==> src/rtl/fdsp_arbiter.sv <==
`default_nettype none
// ============================================================================
// Module   : fdsp_arbiter
// Purpose  : Round-robin arbiter that shares one floating-point DSP unit
//            among four requesters. It grants one requester, latches that
//            requester's opcode and operands, pulses dsp_start, waits for
//            dsp_done and then returns the result with a one-hot ack pulse.
// Revision : 1.0 - initial release
//
// Ports    : clk           - clock, all logic on the rising edge
//            resetn        - synchronous active-low reset
//            req[3:0]      - per-requester level request, held until ack
//            req_n[11:0]   - packed 3-bit opcodes, requester i at [3i+2:3i]
//            req_a[127:0]  - packed operand A, requester i at [32i+31:32i]
//            req_b[127:0]  - packed operand B, same packing as req_a
//            ack[3:0]      - one-hot completion pulse (RESP state only)
//            result[31:0]  - shared result, valid in the ack cycle
//            err           - watchdog timeout flag, valid in the ack cycle
//            busy          - high whenever the FSM is not idle
//            dsp_start     - one-cycle start pulse to the DSP
//            dsp_n         - latched opcode
//            dsp_dataa     - latched operand A
//            dsp_datab     - latched operand B
//            dsp_reset_req - one-cycle DSP abort request (watchdog)
//            dsp_done      - DSP completion strobe
//            dsp_result    - DSP result, sampled when dsp_done is high
//
// Config   : FDSP_ARB_TIMEOUT_EN - when defined, a watchdog aborts a DSP
//            operation after TIMEOUT cycles in WAIT, returning a quiet NaN
//            with err set. When undefined, err and dsp_reset_req are tied 0.
// ============================================================================
module fdsp_arbiter #(
   parameter int TIMEOUT = 255
) (
   input  logic         clk,
   input  logic         resetn,
   input  logic [3:0]   req,
   input  logic [11:0]  req_n,
   input  logic [127:0] req_a,
   input  logic [127:0] req_b,
   output logic [3:0]   ack,
   output logic [31:0]  result,
   output logic         err,
   output logic         busy,
   output logic         dsp_start,
   output logic [2:0]   dsp_n,
   output logic [31:0]  dsp_dataa,
   output logic [31:0]  dsp_datab,
   output logic         dsp_reset_req,
   input  logic         dsp_done,
   input  logic [31:0]  dsp_result
);

   localparam logic [1:0] S_IDLE  = 2'd0;
   localparam logic [1:0] S_ISSUE = 2'd1;
   localparam logic [1:0] S_WAIT  = 2'd2;
   localparam logic [1:0] S_RESP  = 2'd3;

   // Unpacked views of the packed requester buses.
   logic [2:0]  n_arr [4];
   logic [31:0] a_arr [4];
   logic [31:0] b_arr [4];

   for (genvar gi = 0; gi < 4; gi++) begin : g_unpack
      assign n_arr[gi] = req_n[3*gi +: 3];
      assign a_arr[gi] = req_a[32*gi +: 32];
      assign b_arr[gi] = req_b[32*gi +: 32];
   end

   logic [1:0]  state_q,     state_d;
   logic [1:0]  ptr_q,       ptr_d;
   logic [1:0]  gidx_q,      gidx_d;
   logic [31:0] result_q,    result_d;
   logic [2:0]  dsp_n_q,     dsp_n_d;
   logic [31:0] dsp_dataa_q, dsp_dataa_d;
   logic [31:0] dsp_datab_q, dsp_datab_d;

   // Round-robin search: start at ptr, wrap 3->0, first set bit wins.
   logic       grant_found;
   logic [1:0] grant_idx;
   logic [1:0] cand;

   always_comb begin
      grant_found = 1'b0;
      grant_idx   = ptr_q;
      cand        = ptr_q;
      for (int k = 0; k < 4; k++) begin
         cand = ptr_q + 2'(k);
         if (!grant_found && req[cand]) begin
            grant_found = 1'b1;
            grant_idx   = cand;
         end
      end
   end

`ifdef FDSP_ARB_TIMEOUT_EN
   localparam int WD_W = 16;

   logic [WD_W-1:0] wd_cnt_q, wd_cnt_d;
   logic            err_q, err_d;
   logic            dsp_reset_req_q, dsp_reset_req_d;
   logic            wd_fire;

   // Fires on the WAIT cycle in which the counter would reach TIMEOUT.
   assign wd_fire = (state_q == S_WAIT) && !dsp_done &&
                    ((wd_cnt_q + 1'b1) == WD_W'(TIMEOUT));
`else
   // Watchdog not built: TIMEOUT has no effect in this configuration.
   if (TIMEOUT < 1) begin : g_timeout_unused
   end
`endif

   always_comb begin
      state_d     = state_q;
      ptr_d       = ptr_q;
      gidx_d      = gidx_q;
      result_d    = result_q;
      dsp_n_d     = dsp_n_q;
      dsp_dataa_d = dsp_dataa_q;
      dsp_datab_d = dsp_datab_q;
`ifdef FDSP_ARB_TIMEOUT_EN
      err_d           = err_q;
      dsp_reset_req_d = 1'b0;
      wd_cnt_d        = wd_cnt_q;
`endif
      case (state_q)
         S_IDLE: begin
            if (grant_found) begin
               gidx_d      = grant_idx;
               dsp_n_d     = n_arr[grant_idx];
               dsp_dataa_d = a_arr[grant_idx];
               dsp_datab_d = b_arr[grant_idx];
               state_d     = S_ISSUE;
            end
         end
         S_ISSUE: begin
`ifdef FDSP_ARB_TIMEOUT_EN
            wd_cnt_d = '0;
`endif
            // A zero-latency DSP may complete in the start cycle itself.
            if (dsp_done) begin
               result_d = dsp_result;
`ifdef FDSP_ARB_TIMEOUT_EN
               err_d    = 1'b0;
`endif
               state_d  = S_RESP;
            end else begin
               state_d  = S_WAIT;
            end
         end
         S_WAIT: begin
`ifdef FDSP_ARB_TIMEOUT_EN
            wd_cnt_d = wd_cnt_q + 1'b1;
`endif
            if (dsp_done) begin
               result_d = dsp_result;
`ifdef FDSP_ARB_TIMEOUT_EN
               err_d    = 1'b0;
`endif
               state_d  = S_RESP;
            end
`ifdef FDSP_ARB_TIMEOUT_EN
            else if (wd_fire) begin
               result_d        = 32'h7FC0_0000;
               err_d           = 1'b1;
               dsp_reset_req_d = 1'b1;
               state_d         = S_RESP;
            end
`endif
         end
         S_RESP: begin
            ptr_d   = gidx_q + 2'd1;
            state_d = S_IDLE;
         end
         default: begin
            state_d = S_IDLE;
         end
      endcase
   end

   always_ff @(posedge clk) begin
      if (!resetn) begin
         state_q     <= S_IDLE;
         ptr_q       <= 2'd0;
         gidx_q      <= 2'd0;
         result_q    <= 32'd0;
         dsp_n_q     <= 3'd0;
         dsp_dataa_q <= 32'd0;
         dsp_datab_q <= 32'd0;
      end else begin
         state_q     <= state_d;
         ptr_q       <= ptr_d;
         gidx_q      <= gidx_d;
         result_q    <= result_d;
         dsp_n_q     <= dsp_n_d;
         dsp_dataa_q <= dsp_dataa_d;
         dsp_datab_q <= dsp_datab_d;
      end
   end

`ifdef FDSP_ARB_TIMEOUT_EN
   always_ff @(posedge clk) begin
      if (!resetn) begin
         wd_cnt_q        <= '0;
         err_q           <= 1'b0;
         dsp_reset_req_q <= 1'b0;
      end else begin
         wd_cnt_q        <= wd_cnt_d;
         err_q           <= err_d;
         dsp_reset_req_q <= dsp_reset_req_d;
      end
   end

   assign err           = err_q;
   assign dsp_reset_req = dsp_reset_req_q;
`else
   assign err           = 1'b0;
   assign dsp_reset_req = 1'b0;
`endif

   assign ack       = (state_q == S_RESP) ? (4'b0001 << gidx_q) : 4'b0000;
   assign result    = result_q;
   assign busy      = (state_q != S_IDLE);
   assign dsp_start = (state_q == S_ISSUE);
   assign dsp_n     = dsp_n_q;
   assign dsp_dataa = dsp_dataa_q;
   assign dsp_datab = dsp_datab_q;

endmodule
`default_nettype wire

==> config.mk <==
export PLATFORM = sky130hd
export DESIGN_NAME = fdsp_arbiter
export DESIGN_NICKNAME = d
export VERILOG_FILES = /design/src/rtl/fdsp_arbiter.sv
export SDC_FILE = /design/constraint.sdc
export NUM_CORES = 1
export LEC_CHECK = 0
export ABC_CLOCK_PERIOD_IN_PS = 5900
export BUFFER_PORTS_ARGS = -buffer_cell sky130_fd_sc_hd__clkbuf_2
export CAP_MARGIN = 20
export CELL_PAD_IN_SITES_DETAIL_PLACEMENT = 0
export CELL_PAD_IN_SITES_GLOBAL_PLACEMENT = 2
export CORE_AREA = 2 2 161 163
export CTS_BUF_LIST = sky130_fd_sc_hd__clkbuf_4
export DETAILED_ROUTE_END_ITERATION = 16
export DIE_AREA = 0 0 163 165
export HOLD_SLACK_MARGIN = 0.08
export PLACE_DENSITY_LB_ADDON = 0.1
export SETUP_SLACK_MARGIN = 0.5
export SLEW_MARGIN = 20
export SYNTH_ARGS = -nofsm -noshare
export SYNTH_HDL_FRONTEND = slang
export SYNTH_SLANG_ARGS = --single-unit
==> constraint.sdc <==
create_clock -name clk -period 5.9 [get_ports clk]
set_clock_uncertainty 0.2 [all_clocks]
set_input_delay 0.295 -clock clk [delete_from_list [all_inputs] [get_ports clk]]
set_output_delay 0.295 -clock clk [all_outputs]
set_load 0.005 [all_outputs]
==> results_dict.tcl, run 1 <==
set metrics [dict create \
    grt_pass1_vias 7275 \
    cts_buffers 9 \
    worstHoldPathCells 3 \
    antenna_found_initial 2 \
    syn_inst 592 \
    chipHeight_um 165 \
    r2r-start "ptr_q[0]" \
    cts_buffer_depth 2 \
    drv_cap 0 \
    outcome "complete, no violations" \
    synthToLayoutAreaGrowth_pct 75.7 \
    grt_pass1_wl_um 39700 \
    globalRouteTotalUtil 0.191 \
    rr_worst_depth 8 \
    cts_tree "yes" \
    setup_viol 0 \
    ios 414 \
    fp.dieW_um 163 \
    period_minus_slack_ps 3560 \
    clock_sinks 105 \
    cts_setup_buffers 0 \
    cp-endpoint "dsp_datab[22]" \
    coreArea_mm2 0.0250 \
    clkLatencyLatePin_ps 480 \
    critPathMaxFanout 46 \
    clock-root-buffer "clkbuf_4" \
    num_rows 58 \
    ys_ff_latch 105 \
    critPathLaunch "ptr_q[0]" \
    synth_top_area_share 0.375 \
    port_buffers 411 \
    synth_cell_types 33 \
    drive_above_1_share 0.411 \
    cp.required_ps 6080 \
    rsz0062_at_grt "no" \
    wl_um 27100 \
    dp_hpwl_um 18700 \
    hold_viol_final 0 \
    timing.final.crit_share 0.603 \
    synth_area_leaders "dfxtp_1, mux2i_1, a32oi_1" \
    drt-initial-drc-count 282 \
    synth_top_cell_by_area "dfxtp_1" \
    synth_edf_count 0 \
    netlist_area_mm2 0.00561 \
    dieArea_mm2 0.0269 \
    grt_max_degree 69 \
    cts.htree.levels 3 \
    max_freq_mhz 281 \
    slew-limit-headroom 0.378 \
    arrival_ps 3740 \
    post-route-cell-area_mm2 0.00986 \
    wl_per_cell_um 18.2 \
    worst-r2r-setup-slack_ps 2340 \
    vias_per_cell 4.60 \
    yosysSeqAreaShare 0.375 \
    start_util 0.224 \
    dpl_cell_area_mm2 0.00791 \
    ys.warnings.count 0 \
    dr_total_vias 6837 \
    overflow 0 \
    whs_ps 125 \
    hold_path.class "in -> reg" \
    regToRegEndpoint "dsp_datab[22]" \
    fin_nets 1465 \
    place_congestion 0.749 \
    start_kind "flip-flop" \
    first_pass_iters 4 \
    p_leak_nw 4.84 \
    ys.flop_type "dfxtp_1" \
    avgSynthCellArea_um2 9.48 \
    async_flop_share 0 \
    synth.most_common_cell "dfxtp_1" \
    total_power_mw 2.89 \
    peakVddDrop_v 0.0000977 \
    tightestPinTransition_ps 933 \
    p_per_area_mw_per_mm2 293 \
    drv_slew 0 \
    synth_common_cells "dfxtp_1, inv_1, nand2_1, mux2i_1, a32oi_1" \
    setup_tns_ps 0 \
    end_kind "flip-flop" \
    crit_type "reg -> reg" \
    ant_nets 0 \
    drc_errors 0 \
    clkTransAtPathRegs_ps 190 \
]
[power by group]
part           switching (mW)  internal, mW  leakage (nW)
logic                   0.699         0.742          3.90
registers               0.119         0.924         0.863
clock network           0.305        0.0970        0.0735
[metrics by stage]
stage / utilization / std cells / setup slack (ps)
3_5_place_dp: 0.316 / 1287 / 2760
3_3_place_gp: 0.316 / 1287 / 2800
4_1_cts: 0.393 / 1484 / 2300
5_1_grt: 0.394 / 1486 / 2120
2_1_floorplan: - / 593 / 3820
6_report: 0.394 / 1487 / 2340
[cell type report]
type                       count  area (µm²)
sequential                   105        2100
clock inverter                 7        63.8
tap                          330         413
multi-input combinational    356        2970
inverter                      74         278
antenna                        3        7.51
clock buffer                   9        67.6
timing repair buffer         603        3950
fill                        2669       15200
[worst min path at each step]
stage / from / end / slack (ps)
2_1_floorplan: dsp_result[27] / result[27] / 240
3_3_place_gp: result[11] / result[11] / 250
3_5_place_dp: result[12] / result[12] / 260
4_1_cts: resetn / gidx_q[0] / 80
5_1_grt: resetn / gidx_q[0] / 100
6_report: resetn / state_q[0] / 130
[what timing repair did]
| item | in CTS | in global routing |
|---|---|---|
| hold buffers | 181 | 0 |
| endpoints found under the hold margin | 101 | 0 |
| gates resized for setup | 0 | 0 |
[state kept, by name, summed over array words and instances (netlist names)]
name / count
dsp_datab: 32
state_q: 2
dsp_n: 3
ptr_q: 2
dsp_dataa: 32
gidx_q: 2
result: 32
[metal layers]
| layer | vias to the layer above | track usage | part of all wire | wire (µm) |
|---|---|---|---|---|
| li1 | 3310 | - | - | - |
| met1 | 3200 | 0.206 | 0.38 | 10300 |
| met2 | 292 | 0.359 | 0.52 | 14100 |
| met3 | 35 | 0.0507 | 0.073 | 1970 |
| met4 | 0 | 0.0700 | 0.024 | 639 |
| met5 | - | 0 | 0 | 0 |
[critical path, stage by stage, from the launching register on]
cell and delay [ps]:
dfxtp_1 430, nor2b_1 80, o21a_1 260, a211oi_4 240, buf_4 420, buf_4 780
mux2i_1 310, o221ai_2 110, dlygate4sd3_1 580
[cell usage in the layout (no fill, tap or decap), types with 11 or more instances in the layout]
cell,instances
dfxtp_1,105
nand2_1,72
mux2i_1,70
o221ai_2,30
inv_1,74
o221ai_1,37
a32oi_1,67
a21boi_0,32
dlygate4sd3_1,181
clkbuf_2,411
buf_4,11
[kinds of logic (layout without fill, tap and decap cells)]
group	count (synthesis)	in the layout	share of synthesized area
AND/OR/NAND/NOR	96	96	0.0756
multiplexers	70	70	0.125
flip-flops	105	105	0.375
AO/OA/AOI/OAI	179	179	0.304
adder cells (fa/ha/maj)	9	9	0.0201
other	1	5	0.000668
buffers and inverters	132	693	0.100
Note: power is estimated with default switching activity, not from simulation.
==> run 2: changes to the inputs <==
--- a/config.mk
+++ b/config.mk
@@ -5,15 +5,16 @@
 export SDC_FILE = /design/constraint.sdc
 export NUM_CORES = 1
 export LEC_CHECK = 0
-export ABC_CLOCK_PERIOD_IN_PS = 5900
+export ABC_CLOCK_PERIOD_IN_PS = 3650
 export BUFFER_PORTS_ARGS = -buffer_cell sky130_fd_sc_hd__clkbuf_2
 export CAP_MARGIN = 20
 export CELL_PAD_IN_SITES_DETAIL_PLACEMENT = 0
 export CELL_PAD_IN_SITES_GLOBAL_PLACEMENT = 2
-export CORE_AREA = 2 2 161 163
+export CORE_ASPECT_RATIO = 0.9
+export CORE_MARGIN = 2
+export CORE_UTILIZATION = 22
 export CTS_BUF_LIST = sky130_fd_sc_hd__clkbuf_4
 export DETAILED_ROUTE_END_ITERATION = 16
-export DIE_AREA = 0 0 163 165
 export HOLD_SLACK_MARGIN = 0.08
 export PLACE_DENSITY_LB_ADDON = 0.1
 export SETUP_SLACK_MARGIN = 0.5
==> constraint.sdc (replaced) <==
create_clock -name clk -period 3.65 [get_ports clk]
set_clock_uncertainty 0.2 [all_clocks]
set_input_delay 0.1825 -clock clk [delete_from_list [all_inputs] [get_ports clk]]
set_output_delay 0.1825 -clock clk [all_outputs]
set_load 0.005 [all_outputs]
==> run 2 against run 1 <==
Compared with the run above:
- global-route usage is 0.58 points lower
- cell count up 3.9%
- count of clock-buffer cells in the layout did not move
- register-to-register slack lost 1700 ps
- critical endpoint is now dsp_dataa[30]
==> results_dict.tcl, run 2 (synthesis results as in run 1) <==
set metrics [dict create \
    outcome "complete, no violations" \
    start_kind "flip-flop" \
    drc_errors 0 \
    wl_per_cell_um 17.0 \
    top_usage_layer "met2" \
    start_util 0.223 \
    drt-initial-drc-count 294 \
    combinationalPowerShare 0.501 \
    switching_power_mw 1.82 \
    first_pass_iters 4 \
    hold_viol_final 0 \
    synthToLayoutAreaGrowth_pct 85.3 \
    drv_cap 0 \
    vias_per_cell 4.48 \
    cts_setup_buffers 0 \
    dpl_cell_area_mm2 0.00796 \
    fin_nets 1512 \
    dr_total_vias 6927 \
    clock_power_share 0.144 \
    dieArea_mm2 0.0268 \
    seq_power_share 0.356 \
    period_minus_slack_ps 2960 \
    place_congestion 0.762 \
    grt_pass1_wl_um 38200 \
    fin_util 0.414 \
    grtUsageMet1 0.207 \
    chipHeight_um 155 \
    clkLatencyLatePin_ps 480 \
    rr_worst_depth 6 \
    clock-root-buffer "clkbuf_4" \
    grt_pass1_vias 7025 \
    min_to "gidx_q[1]" \
    globalRouteTotalUtil 0.186 \
    min_from "req[0]" \
    p_int_mw 2.95 \
    tightestPinTransition_ps 928 \
    met2_usage 0.342 \
    worst-r2r-setup-slack_ps 690 \
    setup_slack_ps 686 \
    drv_slew 0 \
    clkTransAtPathRegs_ps 200 \
    end_kind "flip-flop" \
    peakVddDrop_v 0.000212 \
    drive_above_1_share 0.396 \
    cts_tree "yes" \
    dp_hpwl_um 18100 \
    p_leak_nw 5.05 \
    layout_common_cells "clkbuf_2, dlygate4sd3_1, dfxtp_1" \
    critPathMaxFanout 53 \
    max_freq_mhz 337 \
    p_per_area_mw_per_mm2 458 \
    pre_cts_ws_ps 899 \
    overflow 0 \
    post-route-cell-area_mm2 0.0104 \
    met3_usage 0.0471 \
    num_rows 55 \
    cts.htree.levels 3 \
    clock_sinks 105 \
    crit_type "reg -> reg" \
    port_buffers 411 \
    ant_nets 0 \
    timing.final.crit_share 0.812 \
    fp.dieW_um 172 \
    coreArea_mm2 0.0251 \
    r2r-start "ptr_q[0]" \
    ios 414 \
    cp.required_ps 3860 \
    hold_path.class "in -> reg" \
    rsz0062_at_grt "yes" \
    regToRegEndpoint "dsp_dataa[30]" \
    whs_ps 182 \
    arrival_ps 3180 \
    worstHoldPathCells 5 \
    grt_max_degree 69 \
    wl_um 26300 \
    cts_buffer_depth 2 \
    slew-limit-headroom 0.382 \
    antenna_found_initial 2 \
    setup_tns_ps 0 \
    switching_share 0.381 \
    setup_viol 0 \
    cts_buffers 9 \
    final_common_cell "clkbuf_2" \
]
run 2: layout make-up:
| type | instances | area, µm² |
|---|---|---|
| inverters | 74 | 278 |
| multi-input cells | 356 | 2970 |
| flip-flops and latches | 105 | 2100 |
| repair buffers | 650 | 4470 |
| clock buffers | 9 | 67.6 |
| clock inverters | 7 | 77.6 |
| well taps | 342 | 428 |
| fillers | 2604 | 14700 |
| diodes | 2 | 5.00 |
run 2: through the flow:
step | total power, mW | cells
finish | 4.76 | 1545
global route | 5.12 | 1545
CTS | 4.81 | 1542
detailed placement | 3.60 | 1299
global placement | 3.63 | 1299
floorplan | 2.71 | 593
run 2: metal layers:
layer / part of all wire / up-vias
li1: - / 3405
met1: 0.39 / 3205
met2: 0.52 / 284
met3: 0.070 / 33
met4: 0.020 / 0
met5: 0 / -
run 2: worst max-delay path: stages, from the launching register on:
cell	delay (ps)
dfxtp_1	410
nor2b_1	80
o21a_1	250
a211oi_4	320
or3b_4	790
o221ai_1	220
dlygate4sd3_1	610
run 2: worst max path at each step:
stage	from	to	slack (ps)	cells after the start
after CTS	ptr_q[0]	dsp_dataa[9]	620	7
after global placement	req[2]	dsp_dataa[10]	950	7
after global routing	ptr_q[0]	dsp_dataa[13]	470	6
after floorplan	state_q[0]	dsp_datab[10]	1570	10
final	ptr_q[0]	dsp_dataa[30]	690	6
after detailed placement	req[2]	dsp_dataa[10]	900	7
run 2: power by group through the flow:
| stage | registers [mW] | clock network, mW | logic, mW |
|---|---|---|---|
| 2_1_floorplan | 1.72 | 0 | 0.987 |
| 3_3_place_gp | 1.73 | 0 | 1.90 |
| 3_5_place_dp | 1.72 | 0 | 1.88 |
| 4_1_cts | 1.70 | 0.728 | 2.39 |
| 5_1_grt | 1.74 | 0.767 | 2.61 |
| 6_report | 1.69 | 0.683 | 2.38 |
run 2: what timing repair did:
action,4_1_cts,5_1_grt
gates resized for setup,0,1
endpoints found under the setup margin,0,1
endpoints found under the hold margin,103,0
hold buffers,227,0
